## config.mk

```make
export PLATFORM = sky130hd
export DESIGN_NAME = pipe_skid_stage
export DESIGN_NICKNAME = d
export VERILOG_FILES = /design/src/rtl/pipe_pkg.sv /design/src/rtl/pipe_entry_reg.sv /design/src/rtl/pipe_skid_stage.sv
export SDC_FILE = /design/constraint.sdc
export NUM_CORES = 1
export LEC_CHECK = 0
export CORE_MARGIN = 5
export CORE_UTILIZATION = 41
export DETAILED_ROUTE_END_ITERATION = 8
export PLACE_DENSITY = 0.68
export SKIP_LAST_GASP = 1
export SYNTH_ARGS = -nofsm -noshare
export SYNTH_HDL_FRONTEND = slang
export SYNTH_SLANG_ARGS = --single-unit
```

## constraint.sdc

```tcl
create_clock -name clk -period 2.94 [get_ports clk]
set_input_delay 0.294 -clock clk [delete_from_list [all_inputs] [get_ports clk]]
set_output_delay 0.294 -clock clk [all_outputs]
set_load 0.005 [all_outputs]
```

## src/rtl/pipe_pkg.sv

```systemverilog
// -----------------------------------------------------------------------------
// pipe_pkg
// Shared definitions for the elastic pipeline register family.
//   - Default payload layout {instruction, pc, pc_plus_1}: field widths and
//     bit offsets, plus a helper that packs the three fields.
//   - NOP instruction encoding.
//   - Occupancy encodings reported by pipe_skid_stage.
//   - Entry indices for the main and skid registers.
// -----------------------------------------------------------------------------
package pipe_pkg;

    localparam int INSTR_W   = 8;
    localparam int PC_W      = 8;
    localparam int PC1_W     = 8;

    // Bit offsets inside the packed default payload (pc_plus_1 in the LSBs).
    localparam int PC1_LSB   = 0;
    localparam int PC_LSB    = PC1_LSB + PC1_W;
    localparam int INSTR_LSB = PC_LSB + PC_W;
    localparam int PAYLOAD_W = INSTR_LSB + INSTR_W;

    localparam logic [INSTR_W-1:0] NOP_INSTR = 8'h00;

    typedef enum logic [1:0] {
        OCC_EMPTY = 2'd0,
        OCC_ONE   = 2'd1,
        OCC_FULL  = 2'd2
    } occ_t;

    // Storage slots: main drives the output, skid absorbs one extra beat.
    localparam int ENTRY_MAIN  = 0;
    localparam int ENTRY_SKID  = 1;
    localparam int NUM_ENTRIES = 2;

    function automatic logic [PAYLOAD_W-1:0] pack_payload(
        input logic [INSTR_W-1:0] instr,
        input logic [PC_W-1:0]    pc,
        input logic [PC1_W-1:0]   pc_plus_1
    );
        return {instr, pc, pc_plus_1};
    endfunction

endpackage

```

## src/rtl/pipe_entry_reg.sv

```systemverilog
// -----------------------------------------------------------------------------
// pipe_entry_reg
// One valid+data storage slot of the skid stage.
//   clk        rising-edge clock
//   rst_n      asynchronous active-low reset (valid=0, data=NOP_VALUE)
//   load       capture load_data and mark the slot valid
//   clear      empty the slot and return data to NOP_VALUE (wins over load)
//   load_data  payload captured on load
//   valid      slot holds a payload
//   data       held payload
// -----------------------------------------------------------------------------
import pipe_pkg::*;

module pipe_entry_reg #(
    parameter int               WIDTH     = PAYLOAD_W,
    parameter logic [WIDTH-1:0] NOP_VALUE = '0
) (
    input  logic             clk,
    input  logic             rst_n,
    input  logic             load,
    input  logic             clear,
    input  logic [WIDTH-1:0] load_data,
    output logic             valid,
    output logic [WIDTH-1:0] data
);

    logic             valid_reg;
    logic [WIDTH-1:0] data_reg;

    always_ff @(posedge clk or negedge rst_n) begin
        if (!rst_n) begin
            valid_reg <= 1'b0;
            data_reg  <= NOP_VALUE;
        end else if (clear) begin
            valid_reg <= 1'b0;
            data_reg  <= NOP_VALUE;
        end else if (load) begin
            valid_reg <= 1'b1;
            data_reg  <= load_data;
        end
    end

    assign valid = valid_reg;
    assign data  = data_reg;

endmodule

```

## src/rtl/pipe_skid_stage.sv

```systemverilog
// -----------------------------------------------------------------------------
// pipe_skid_stage
// Elastic pipeline register with a 2-entry skid buffer. in_ready comes straight
// from a flop, so downstream backpressure never reaches upstream
// combinationally.
//   clk, rst_n   clock, asynchronous active-low reset
//   in_valid     upstream beat valid
//   in_ready     stage can accept (= skid slot empty)
//   in_data      upstream payload
//   out_valid    main slot holds a beat
//   out_ready    downstream accepts
//   out_data     main payload, NOP_VALUE when out_valid=0
//   stall        block dequeue this cycle (upstream may still fill)
//   flush        discard held and incoming beats (priority over everything)
//   occupancy    number of held beats (0..2)
//   drop_count   saturating count of valid beats discarded by flush
// -----------------------------------------------------------------------------
import pipe_pkg::*;

module pipe_skid_stage #(
    parameter int               WIDTH      = PAYLOAD_W,
    parameter logic [WIDTH-1:0] NOP_VALUE  = '0,
    parameter int               DROP_CNT_W = 8
) (
    input  logic                  clk,
    input  logic                  rst_n,
    input  logic                  in_valid,
    output logic                  in_ready,
    input  logic [WIDTH-1:0]      in_data,
    output logic                  out_valid,
    input  logic                  out_ready,
    output logic [WIDTH-1:0]      out_data,
    input  logic                  stall,
    input  logic                  flush,
    output logic [1:0]            occupancy,
    output logic [DROP_CNT_W-1:0] drop_count
);

    localparam logic [DROP_CNT_W-1:0] DROP_MAX = '1;

    logic [NUM_ENTRIES-1:0] entry_load;
    logic [NUM_ENTRIES-1:0] entry_clear;
    logic [NUM_ENTRIES-1:0] entry_valid;
    logic [WIDTH-1:0]       entry_din  [NUM_ENTRIES];
    logic [WIDTH-1:0]       entry_data [NUM_ENTRIES];

    logic m_valid;
    logic s_valid;
    logic in_fire;
    logic out_fire;
    occ_t occ_state;

    logic [DROP_CNT_W-1:0] drop_count_reg;
    logic [DROP_CNT_W-1:0] drop_count_next;
    logic [1:0]            drop_inc;
    logic [DROP_CNT_W+1:0] drop_sum;

    genvar gi;
    generate
        for (gi = 0; gi < NUM_ENTRIES; gi++) begin : g_entry
            pipe_entry_reg #(
                .WIDTH     (WIDTH),
                .NOP_VALUE (NOP_VALUE)
            ) u_entry (
                .clk       (clk),
                .rst_n     (rst_n),
                .load      (entry_load[gi]),
                .clear     (entry_clear[gi]),
                .load_data (entry_din[gi]),
                .valid     (entry_valid[gi]),
                .data      (entry_data[gi])
            );
        end
    endgenerate

    assign m_valid  = entry_valid[ENTRY_MAIN];
    assign s_valid  = entry_valid[ENTRY_SKID];

    assign in_ready = !s_valid;
    assign in_fire  = in_valid & in_ready & !flush;
    assign out_fire = m_valid & out_ready & !stall;

    assign out_valid = m_valid;
    assign out_data  = m_valid ? entry_data[ENTRY_MAIN] : NOP_VALUE;

    // The skid slot only ever captures the upstream payload.
    assign entry_din[ENTRY_SKID] = in_data;

    always_comb begin
        entry_load             = '0;
        entry_clear            = '0;
        entry_din[ENTRY_MAIN]  = in_data;

        if (flush) begin
            entry_clear = '1;
        end else if (s_valid) begin
            // Full: in_ready is low, so only a dequeue can change state.
            if (out_fire) begin
                entry_load[ENTRY_MAIN]  = 1'b1;
                entry_din[ENTRY_MAIN]   = entry_data[ENTRY_SKID];
                entry_clear[ENTRY_SKID] = 1'b1;
            end
        end else if (m_valid) begin
            if (out_fire && in_fire) begin
                entry_load[ENTRY_MAIN] = 1'b1;
            end else if (out_fire) begin
                entry_clear[ENTRY_MAIN] = 1'b1;
            end else if (in_fire) begin
                entry_load[ENTRY_SKID] = 1'b1;
            end
        end else if (in_fire) begin
            entry_load[ENTRY_MAIN] = 1'b1;
        end
    end

    // Occupancy decoded from flops only; skid valid implies main valid.
    always_comb begin
        occ_state = OCC_EMPTY;
        if (s_valid) begin
            occ_state = OCC_FULL;
        end else if (m_valid) begin
            occ_state = OCC_ONE;
        end
    end

    assign occupancy = occ_state;

    // A flush discards every held beat plus the beat upstream is offering
    // this cycle (a beat leaving downstream in the same cycle still counts).
    always_comb begin
        drop_inc = {1'b0, m_valid} + {1'b0, s_valid} + {1'b0, in_valid & in_ready};
        drop_sum = {2'b00, drop_count_reg} + {{DROP_CNT_W{1'b0}}, drop_inc};
        if (drop_sum > {2'b00, DROP_MAX}) begin
            drop_count_next = DROP_MAX;
        end else begin
            drop_count_next = drop_sum[DROP_CNT_W-1:0];
        end
    end

    always_ff @(posedge clk or negedge rst_n) begin
        if (!rst_n) begin
            drop_count_reg <= '0;
        end else if (flush) begin
            drop_count_reg <= drop_count_next;
        end
    end

    assign drop_count = drop_count_reg;

endmodule
```

==> results.ini, run 1 <==
[final_layout]
fin_nets = 334
largest_reg_flops = 48
diodes = 0
utilization = 0.556
nFillCells = 577
drive_gt1_frac = 0.134
postLayoutCellArea_um2 = 3780
mostFrequentLayoutCell = clkdlybuf4s50_1
layout_common_cells = 64 x clkdlybuf4s50_1, 58 x dfrtp_1, 25 x mux2i_1
syn2layout_area_growth_pct = 32.3

[clock_tree]
numCtsBuffers = 9
clk_pin_slew_worst_paths_ns = 0.07
h-tree-depth = 3
clock_latency_ns = 0.32
clock-sinks = 58
cts_tree = done
clk_root_buffer_cell = clkbuf_8
hold_buffers = 0
ctsResizeCount = 0
post-cts-setup-buffer-count = 0
clk_path_buf_depth = 2

[floorplan]
die_h_um = 93.5
die_x_um = 93.5
die_area_um2 = 8730
start_util = 0.420
pin_count = 66
rows = 30
core-area_um2 = 6790

[placement]
place_area_um2 = 3550
io_buffers = 65
hpwlAfterDp_mm = 4.40
place_congestion = 0.862

[critical_path]
slowest_stage = clkdlybuf4s50_1
endpoint_kind = flop
cp_max_fo = 4
cp_top_family = adder cells
path_cells = clkdlybuf4s50_1 -> nand2b_4 -> inv_1 -> ha_1 -> xor2_1 -> ha_1 -> inv_1 -> fa_1 -> nor2b_1 -> nand3_1 -> mux2_2
cp_data_required_time_ns = 3.14
setup.worst_path.start_class = input pin
cp_num_buf_inv = 3
path_class = in -> reg
slowest_delay_ns = 0.48
arrival_ns = 2.58

[drt]
drcViolationCount = 0
wirelength_mm = 6.61
via_per_inst = 5.20
num_vias = 2086
drt_iter0_drc = 59
wl_per_cell_um = 16.5
final_antenna_net_count = 0
first_pass_iters = 4

[timing]
worst_slew_pin_slew_ns = 0.985
maxSlewViolCount = 0
rsz0062_at_grt = false
skew_ns = 0.00961
fin_crit_ns = 2.38
setup_viol = 0
tns_ns = 0
max_freq_ghz = 0.421
period_share = 0.808
slew-limit-headroom = 0.343
finalHoldViolCount = 0

[outcome]
status = complete, no violations

[logic_synthesis]
syn-num-nets = 266
ys_ff_latch = 58
synth-seq-area-share = 0.508
synth-edff-count = 0
avgSynthCellArea_um2 = 12.3
yosys.cell_types.count = 41
yosysWarnings = 0
synthesis.area_um2 = 2860
synthFlopType = dfrtp_1
synthCells = 232
synthArstFlopShare = 1.00

[grt]
grt_pass1_wl_mm = 11.2
track_usage = 0.162
grt_max_degree = 32
grt-ovfl-total = 0
antenna_found_initial = 0
grt_pass1_vias = 2251

[power_and_ir_drop]
power_density_nw_per_um2 = 600
ir_drop_v = 0.000304
leakagePower_nw = 1.80

[min_path]
hold_path.class = in -> async

[job]
maxCapViolCount = 0

layer usage:
layer | vias to the layer above | part of all wire | GRT usage
met1 | 1042 | 0.48 | 0.227
met2 | 50 | 0.46 | 0.243
met5 | - | 0 | 0
li1 | 987 | - | -
met3 | 7 | 0.053 | 0.0386
met4 | 0 | 0.012 | 0.0586
Yosys cell counts (2+ instances only):
| cell | number | share of area |
|---|---|---|
| a21o_1 | 2 | 0.0053 |
| a21oi_2 | 2 | 0.0061 |
| a22o_1 | 24 | 0.074 |
| a31oi_1 | 3 | 0.0066 |
| and2_1 | 21 | 0.046 |
| and2_2 | 3 | 0.0079 |
| buf_4 | 5 | 0.013 |
| buf_6 | 9 | 0.035 |
| clkbuf_1 | 2 | 0.0026 |
| dfrtp_1 | 58 | 0.51 |
| ha_1 | 3 | 0.013 |
| inv_1 | 7 | 0.0092 |
| mux2_2 | 3 | 0.012 |
| mux2i_1 | 25 | 0.088 |
| nand2_1 | 6 | 0.0079 |
| nand3_1 | 5 | 0.0088 |
| nor2_1 | 5 | 0.0066 |
| nor2b_1 | 2 | 0.0044 |
| o21ai_0 | 2 | 0.0035 |
| o2bb2ai_1 | 23 | 0.071 |
| xor2_1 | 2 | 0.0061 |
worst register-to-register path: cells and delay by family (launching register included):
family                     cells  cell delay [ns]
DFF                            1             0.37
xor gates and xnor gates       1             0.15
muxes                          1             0.27
and+or+nand+nor                3             0.44
adders and majority gates      3             0.89
buffers and inverters          2             0.10
report_power, final:
group | total (mW) | switching [mW] | internal (mW) | leakage (nW)
Clock | 0.833 | 0.309 | 0.524 | 0.117
Sequential | 0.957 | 0.0763 | 0.881 | 0.777
Combinational | 0.479 | 0.215 | 0.264 | 0.911
worst paths after layout:
check | slack, ns | startpoint | depth (start not counted) | endpoint
worst min-delay path | 0.01 | rst_n | 1 | g_entry[1].u_entry.data[19]
worst max-delay path | 0.56 | in_valid | 11 | drop_count[4]
worst max register to register | 0.62 | g_entry[1].u_entry.valid | 10 | drop_count[4]
worst min register to register | 0.48 | g_entry[0].u_entry.data[22] | 1 | g_entry[0].u_entry.data[22]
min in group clk | 0.48 | g_entry[0].u_entry.data[22] | 1 | g_entry[0].u_entry.data[22]
max in group asynchronous | 2.23 | rst_n | 2 | g_entry[1].u_entry.data[23]
logic make-up after synthesis:
family,Yosys count,share of synthesized area
AO/OA/AOI/OAI,64,0.192
buffers and inverters,24,0.0622
adder cells (fa/ha/maj),4,0.0202
flip-flops,58,0.508
AND/OR/NAND/NOR,52,0.112
multiplexers,28,0.0995
XOR/XNOR,2,0.00614
cell type report:
cell class | count | area, um2 | share of cell area
multi-input cells | 150 | 1230 | 0.325
repair buffers | 74 | 726 | 0.192
well taps | 96 | 120 | 0.0318
inverters | 7 | 26.3 | 0.00695
clock inverters | 4 | 73.8 | 0.0195
flip-flops and latches | 58 | 1450 | 0.384
clock buffers | 12 | 155 | 0.0411
metrics by stage:
stage	total power, mW	hold WS (ns)	std cells	worst slack, ns
global route	2.39	0.0682	401	0.430
CTS	2.30	0.0296	401	0.560
detailed placement	1.45	0.390	385	0.223
finish	2.27	0.0133	401	0.564
global placement	1.44	0.378	385	0.282
floorplan	1.21	-0.00159	232	0.562
(Power assumes the default switching activity.)
==> inputs of run 2 (changes only) <==
--- a/config.mk
+++ b/config.mk
@@ -8,7 +8,7 @@
 export CORE_MARGIN = 5
 export CORE_UTILIZATION = 41
 export DETAILED_ROUTE_END_ITERATION = 8
-export PLACE_DENSITY = 0.68
+export PLACE_DENSITY = 0.7
 export SKIP_LAST_GASP = 1
 export SYNTH_ARGS = -nofsm -noshare
 export SYNTH_HDL_FRONTEND = slang
==> constraint.sdc (replaced) <==
create_clock -name clk -period 1.9 [get_ports clk]
set_input_delay 0.19 -clock clk [delete_from_list [all_inputs] [get_ports clk]]
set_output_delay 0.19 -clock clk [all_outputs]
set_load 0.005 [all_outputs]
==> run 2 against run 1 <==
- the flow now finishes with violations (setup timing)
- first-iteration DRC count increased by 66%
- register-to-register slack got worse by 0.90 ns
- die area unchanged
- count of clock-buffer cells in the layout increased by 1
- worst hold slack improved by 0.32 ns
- critical path depth unchanged
- clock skew increased by 0.00062 ns
- sequential power increased by 57%
- largest cell class unchanged
- largest power group unchanged
- highest routed layer unchanged
==> results.ini, run 2 (synthesis gave the netlist of run 1 again) <==
[outcome]
status = complete, but fails checks
violations = setup timing

[drt]
drcViolationCount = 0
via_per_inst = 5.11
num_vias = 2117
wirelength_mm = 6.72
first_pass_iters = 4
drt_iter0_drc = 98
wl_per_cell_um = 16.2
final_antenna_net_count = 0

[final_layout]
diodes = 0
syn2layout_area_growth_pct = 38.5
instances_no_fill = 414
largest_reg_flops = 48
mostFrequentLayoutCell = clkdlybuf4s50_1
fin_nets = 348
layout_common_cells = 64 x clkdlybuf4s50_1, 58 x dfrtp_1, 25 x mux2i_1
drive_gt1_frac = 0.201

[floorplan]
pin_count = 66
die_h_um = 93.5
core-area_um2 = 6790
die_x_um = 93.5
start_util = 0.420
die_area_um2 = 8730
rows = 30

[timing]
hold_slack_ns = 0.337
fin_crit_ns = 2.18
setup_viol = 8
finalHoldViolCount = 0
slew-limit-headroom = 0.694
maxSlewViolCount = 0
max_freq_ghz = 0.459
period_share = 1.15
worst_slew_pin_slew_ns = 0.459
rsz0062_at_grt = true
tns_ns = -1.64
skew_ns = 0.0102
setup_slack_ns = -0.280

[critical_path]
cp_max_fo = 3
r2r_slack_ns = -0.28
path_class = reg -> reg
cp_data_required_time_ns = 2.14
arrival_ns = 2.42
setup.worst_path.start_class = flop
endpoint_kind = flop

[clock_tree]
numCtsBuffers = 9
clock-sinks = 58
h-tree-depth = 3
clock_latency_ns = 0.33
clk_pin_slew_worst_paths_ns = 0.07
cts_tree = done
clk_root_buffer_cell = clkbuf_8
clk_path_buf_depth = 2

[placement]
place_congestion = 0.822
dp.cells = 396
hpwlAfterDp_mm = 4.42
io_buffers = 65

[grt]
grt_max_degree = 26
grt_pass1_wl_mm = 10.7
grt_pass1_vias = 2186
grt-ovfl-total = 0
antenna_found_initial = 0
track_usage = 0.158

[min_path]
hold_path.class = in -> async

[job]
maxCapViolCount = 0

[power_and_ir_drop]
leakagePower_nw = 1.87
power_density_nw_per_um2 = 892
ir_drop_v = 0.000762

==> run 2: changes by cell type in the layout (fill, tap and decap cells not counted), moves of 2 or more <==
cell / change
inv_2: +2
buf_4: +11
mux2_4: +2
buf_12: +2
inv_1: -2
ha_1: -2
mux2_2: -2
==> run 2: stage by stage <==
stage	cell area (um2)	power, mW	util	worst slack (ns)
2_1_floorplan	2880	1.90	-	-0.367
3_3_place_gp	3690	2.30	0.543	-0.508
3_5_place_dp	3690	2.32	0.543	-0.524
4_1_cts	3920	3.54	0.578	-0.253
5_1_grt	3950	3.73	0.582	-0.375
6_report	3950	3.53	0.582	-0.280
==> run 2: final timing paths <==
| path | startpoint | depth (start not counted) | to |
|---|---|---|---|
| hold reg to reg | g_entry[0].u_entry.data[6] | 1 | g_entry[0].u_entry.data[6] |
| setup reg to reg | g_entry[1].u_entry.valid | 11 | drop_count[6] |
| hold / removal | rst_n | 2 | g_entry[1].u_entry.data[19] |
| max in group asynchronous | rst_n | 3 | g_entry[0].u_entry.valid |
| setup / recovery | g_entry[1].u_entry.valid | 11 | drop_count[6] |
| min in group clk | g_entry[0].u_entry.data[6] | 1 | g_entry[0].u_entry.data[6] |
==> run 2: critical path, cell delays in order, from the launching register on <==
cell      delay (ns)
dfrtp_1         0.36
nand2b_4        0.14
inv_2           0.04
ha_4            0.25
xor2_1          0.15
ha_2            0.20
inv_2           0.04
fa_2            0.35
buf_4           0.16
nor2_4          0.15
a31oi_4         0.10
a41oi_2         0.16
==> run 2: cell type report <==
class / instances / area [um2]
Clock buffer: 13 / 169
Clock inverter: 2 / 35.0
Fill cell: 584 / 2840
Inverter: 7 / 26.3
Multi-Input combinational cell: 150 / 1290
Sequential cell: 58 / 1450
Tap cell: 96 / 120
Timing Repair Buffer: 88 / 858
==> run 2: power by group <==
group / switching [mW] / internal (mW) / leakage (nW) / total [mW]
clock: 0.461 / 0.705 / 0.106 / 1.17
sequential: 0.138 / 1.36 / 0.777 / 1.50
combinational: 0.372 / 0.489 / 0.988 / 0.861
==> run 2: per-layer routing <==
layer	up-vias	wire length [um]	track usage	part of all wire
met5	-	0	0	0
met4	0	55	0.0586	0.0082
met3	9	388	0.0418	0.058
met2	54	2980	0.233	0.44
met1	1040	3300	0.220	0.49
li1	1014	-	-	-
==> run 2: what timing repair did <==
action                     in CTS  in global routing
setup buffers                   1                  1
hold buffers                    1                  0
setup endpoints to repair       8                 20
gates resized for setup         5                  3
pin swaps                       0                  1
hold endpoints to repair       19                  0
==> inputs of run 3 (changes only) <==
--- a/config.mk
+++ b/config.mk
@@ -6,9 +6,8 @@
 export NUM_CORES = 1
 export LEC_CHECK = 0
 export CORE_MARGIN = 5
-export CORE_UTILIZATION = 41
+export CORE_UTILIZATION = 30
 export DETAILED_ROUTE_END_ITERATION = 8
-export PLACE_DENSITY = 0.7
 export SKIP_LAST_GASP = 1
 export SYNTH_ARGS = -nofsm -noshare
 export SYNTH_HDL_FRONTEND = slang
==> run 3 against run 2 <==
- the run still ends with setup timing left
- wire length rose by 5.9%
- sequential power barely moved
- fmax rose by 0.29%
- first-iteration DRC count fell by 62%
- via count fell by 1.1%
- count of clock-buffer cells in the layout fell by 2
- final cell count rose by 7.5%
- total power fell by 4.9%
==> results.ini, run 3 (synthesis gave the netlist of run 1 again) <==
[final_layout]
drive_gt1_frac = 0.193
fin_nets = 346
nFillCells = 882
register_area_um2 = 1450
multi_input_area_um2 = 1290
instances_no_fill = 445
largest_reg_flops = 48
mostFrequentLayoutCell = clkdlybuf4s50_1
syn2layout_area_growth_pct = 38.2
diodes = 0
layout_common_cells = 64 x clkdlybuf4s50_1, 58 x dfrtp_1, 25 x mux2i_1
utilization = 0.427

[clock_tree]
clk_path_buf_depth = 2
cts_tree = done
clock-sinks = 58
h-tree-depth = 3
numCtsBuffers = 9
clk_root_buffer_cell = clkbuf_8
clock_latency_ns = 0.33
clk_pin_slew_worst_paths_ns = 0.07

[outcome]
violations = setup timing
status = complete, but fails checks

[power_and_ir_drop]
leakagePower_nw = 1.85
ir_drop_v = 0.000678
power_density_nw_per_um2 = 850

[drt]
drcViolationCount = 0
via_per_inst = 4.70
first_pass_iters = 4
wirelength_mm = 7.12
final_antenna_net_count = 0
num_vias = 2093
drt_iter0_drc = 37
wl_per_cell_um = 16.0

[critical_path]
cp_data_required_time_ns = 2.11
r2r_slack_ns = -0.27
crit-reg2reg-launch = g_entry[1].u_entry.valid
path_class = reg -> reg
r2r_end = drop_count[4]
endpoint_kind = flop
setup.worst_path.start_class = flop
arrival_ns = 2.39
r2r_cells = 10
cp_max_fo = 3

[timing]
finalHoldViolCount = 0
setup_slack_ns = -0.274
setup_viol = 8
tns_ns = -1.80
max_freq_ghz = 0.460
rsz0062_at_grt = true
worst_slew_pin_slew_ns = 0.647
period_share = 1.14
maxSlewViolCount = 0
skew_ns = 0.00954
fin_crit_ns = 2.17
slew-limit-headroom = 0.568

[grt]
grt_max_degree = 33
track_usage = 0.130
grt_pass1_wl_mm = 11.7
antenna_found_initial = 0
grt_pass1_vias = 2290
grt-ovfl-total = 0

[floorplan]
pin_count = 66
core-area_um2 = 9240
die_h_um = 108
die_x_um = 108
die_area_um2 = 11600
rows = 35
start_util = 0.309

[placement]
io_buffers = 65
hpwlAfterDp_mm = 4.68
dp.cells = 425
place_congestion = 0.778
dp_slack_ns = -0.567

[min_path]
hold_path.class = in -> async

[job]
maxCapViolCount = 0

## run 3: cell types whose count changed in the layout (fill, tap and decap cells not counted)
cell       change
bufinv_16      -1
buf_12         +1
clkbuf_8       -3
or3_4          +1
clkinv_2       +3
buf_4          -5
a41oi_1        +1
buf_6          +2
or3_1          -1
clkbuf_1       +1
a41oi_2        -1
## run 3: cell type report
class,instances,area share
flip-flops and latches,58,0.368
multi-input cells,150,0.327
clock inverters,4,0.00507
repair buffers,86,0.219
inverters,7,0.00666
clock buffers,11,0.0333
well taps,129,0.0409
## run 3: what timing repair did
| item | in CTS | in global routing |
|---|---|---|
| hold buffers | 1 | 0 |
| gates resized for setup | 6 | 4 |
| pin swaps | 5 | 2 |
| endpoints found under the setup margin | 8 | 25 |
| hold endpoints to repair | 26 | 0 |
| buffers inserted | 3 | 1 |
## run 3: routing by layer
metal  part of all wire  track usage
met4              0.017       0.0523
met3              0.042       0.0342
met1               0.48        0.180
met2               0.46        0.192
met5                  0            0
## run 3: critical path: stages, from the launching register on
cell	delay [ns]
dfrtp_1	0.35
nand2b_4	0.13
inv_2	0.04
ha_4	0.25
xor2_1	0.15
ha_2	0.21
inv_2	0.04
fa_2	0.35
nor2b_2	0.16
nand3_1	0.10
mux2_2	0.28
## run 3: per-stage QoR
stage                     hold slack [ns]  power, mW  cell area (um2)
after floorplan                    -0.106       1.90             2880
after global placement              0.242       2.31             3710
after detailed placement            0.246       2.33             3710
after CTS                           0.440       3.33             3920
after global routing                0.491       3.56             3950
final                               0.439       3.35             3950
## run 3: how the worst max path moves through the flow
stage | cells past startpoint | from | endpoint | slack (ns)
finish | 10 | g_entry[1].u_entry.valid | drop_count[4] | -0.27
global route | 11 | g_entry[1].u_entry.valid | drop_count[6] | -0.36
CTS | 9 | g_entry[1].u_entry.valid | drop_count[1] | -0.25
detailed placement | 10 | in_valid | drop_count[1] | -0.57
global placement | 11 | in_valid | drop_count[4] | -0.51
floorplan | 11 | g_entry[1].u_entry.valid | drop_count[4] | -0.37
## run 3: power by group
| part | switching (mW) | internal (mW) |
|---|---|---|
| clock | 0.474 | 0.457 |
| sequential | 0.131 | 1.36 |
| combinational | 0.404 | 0.524 |
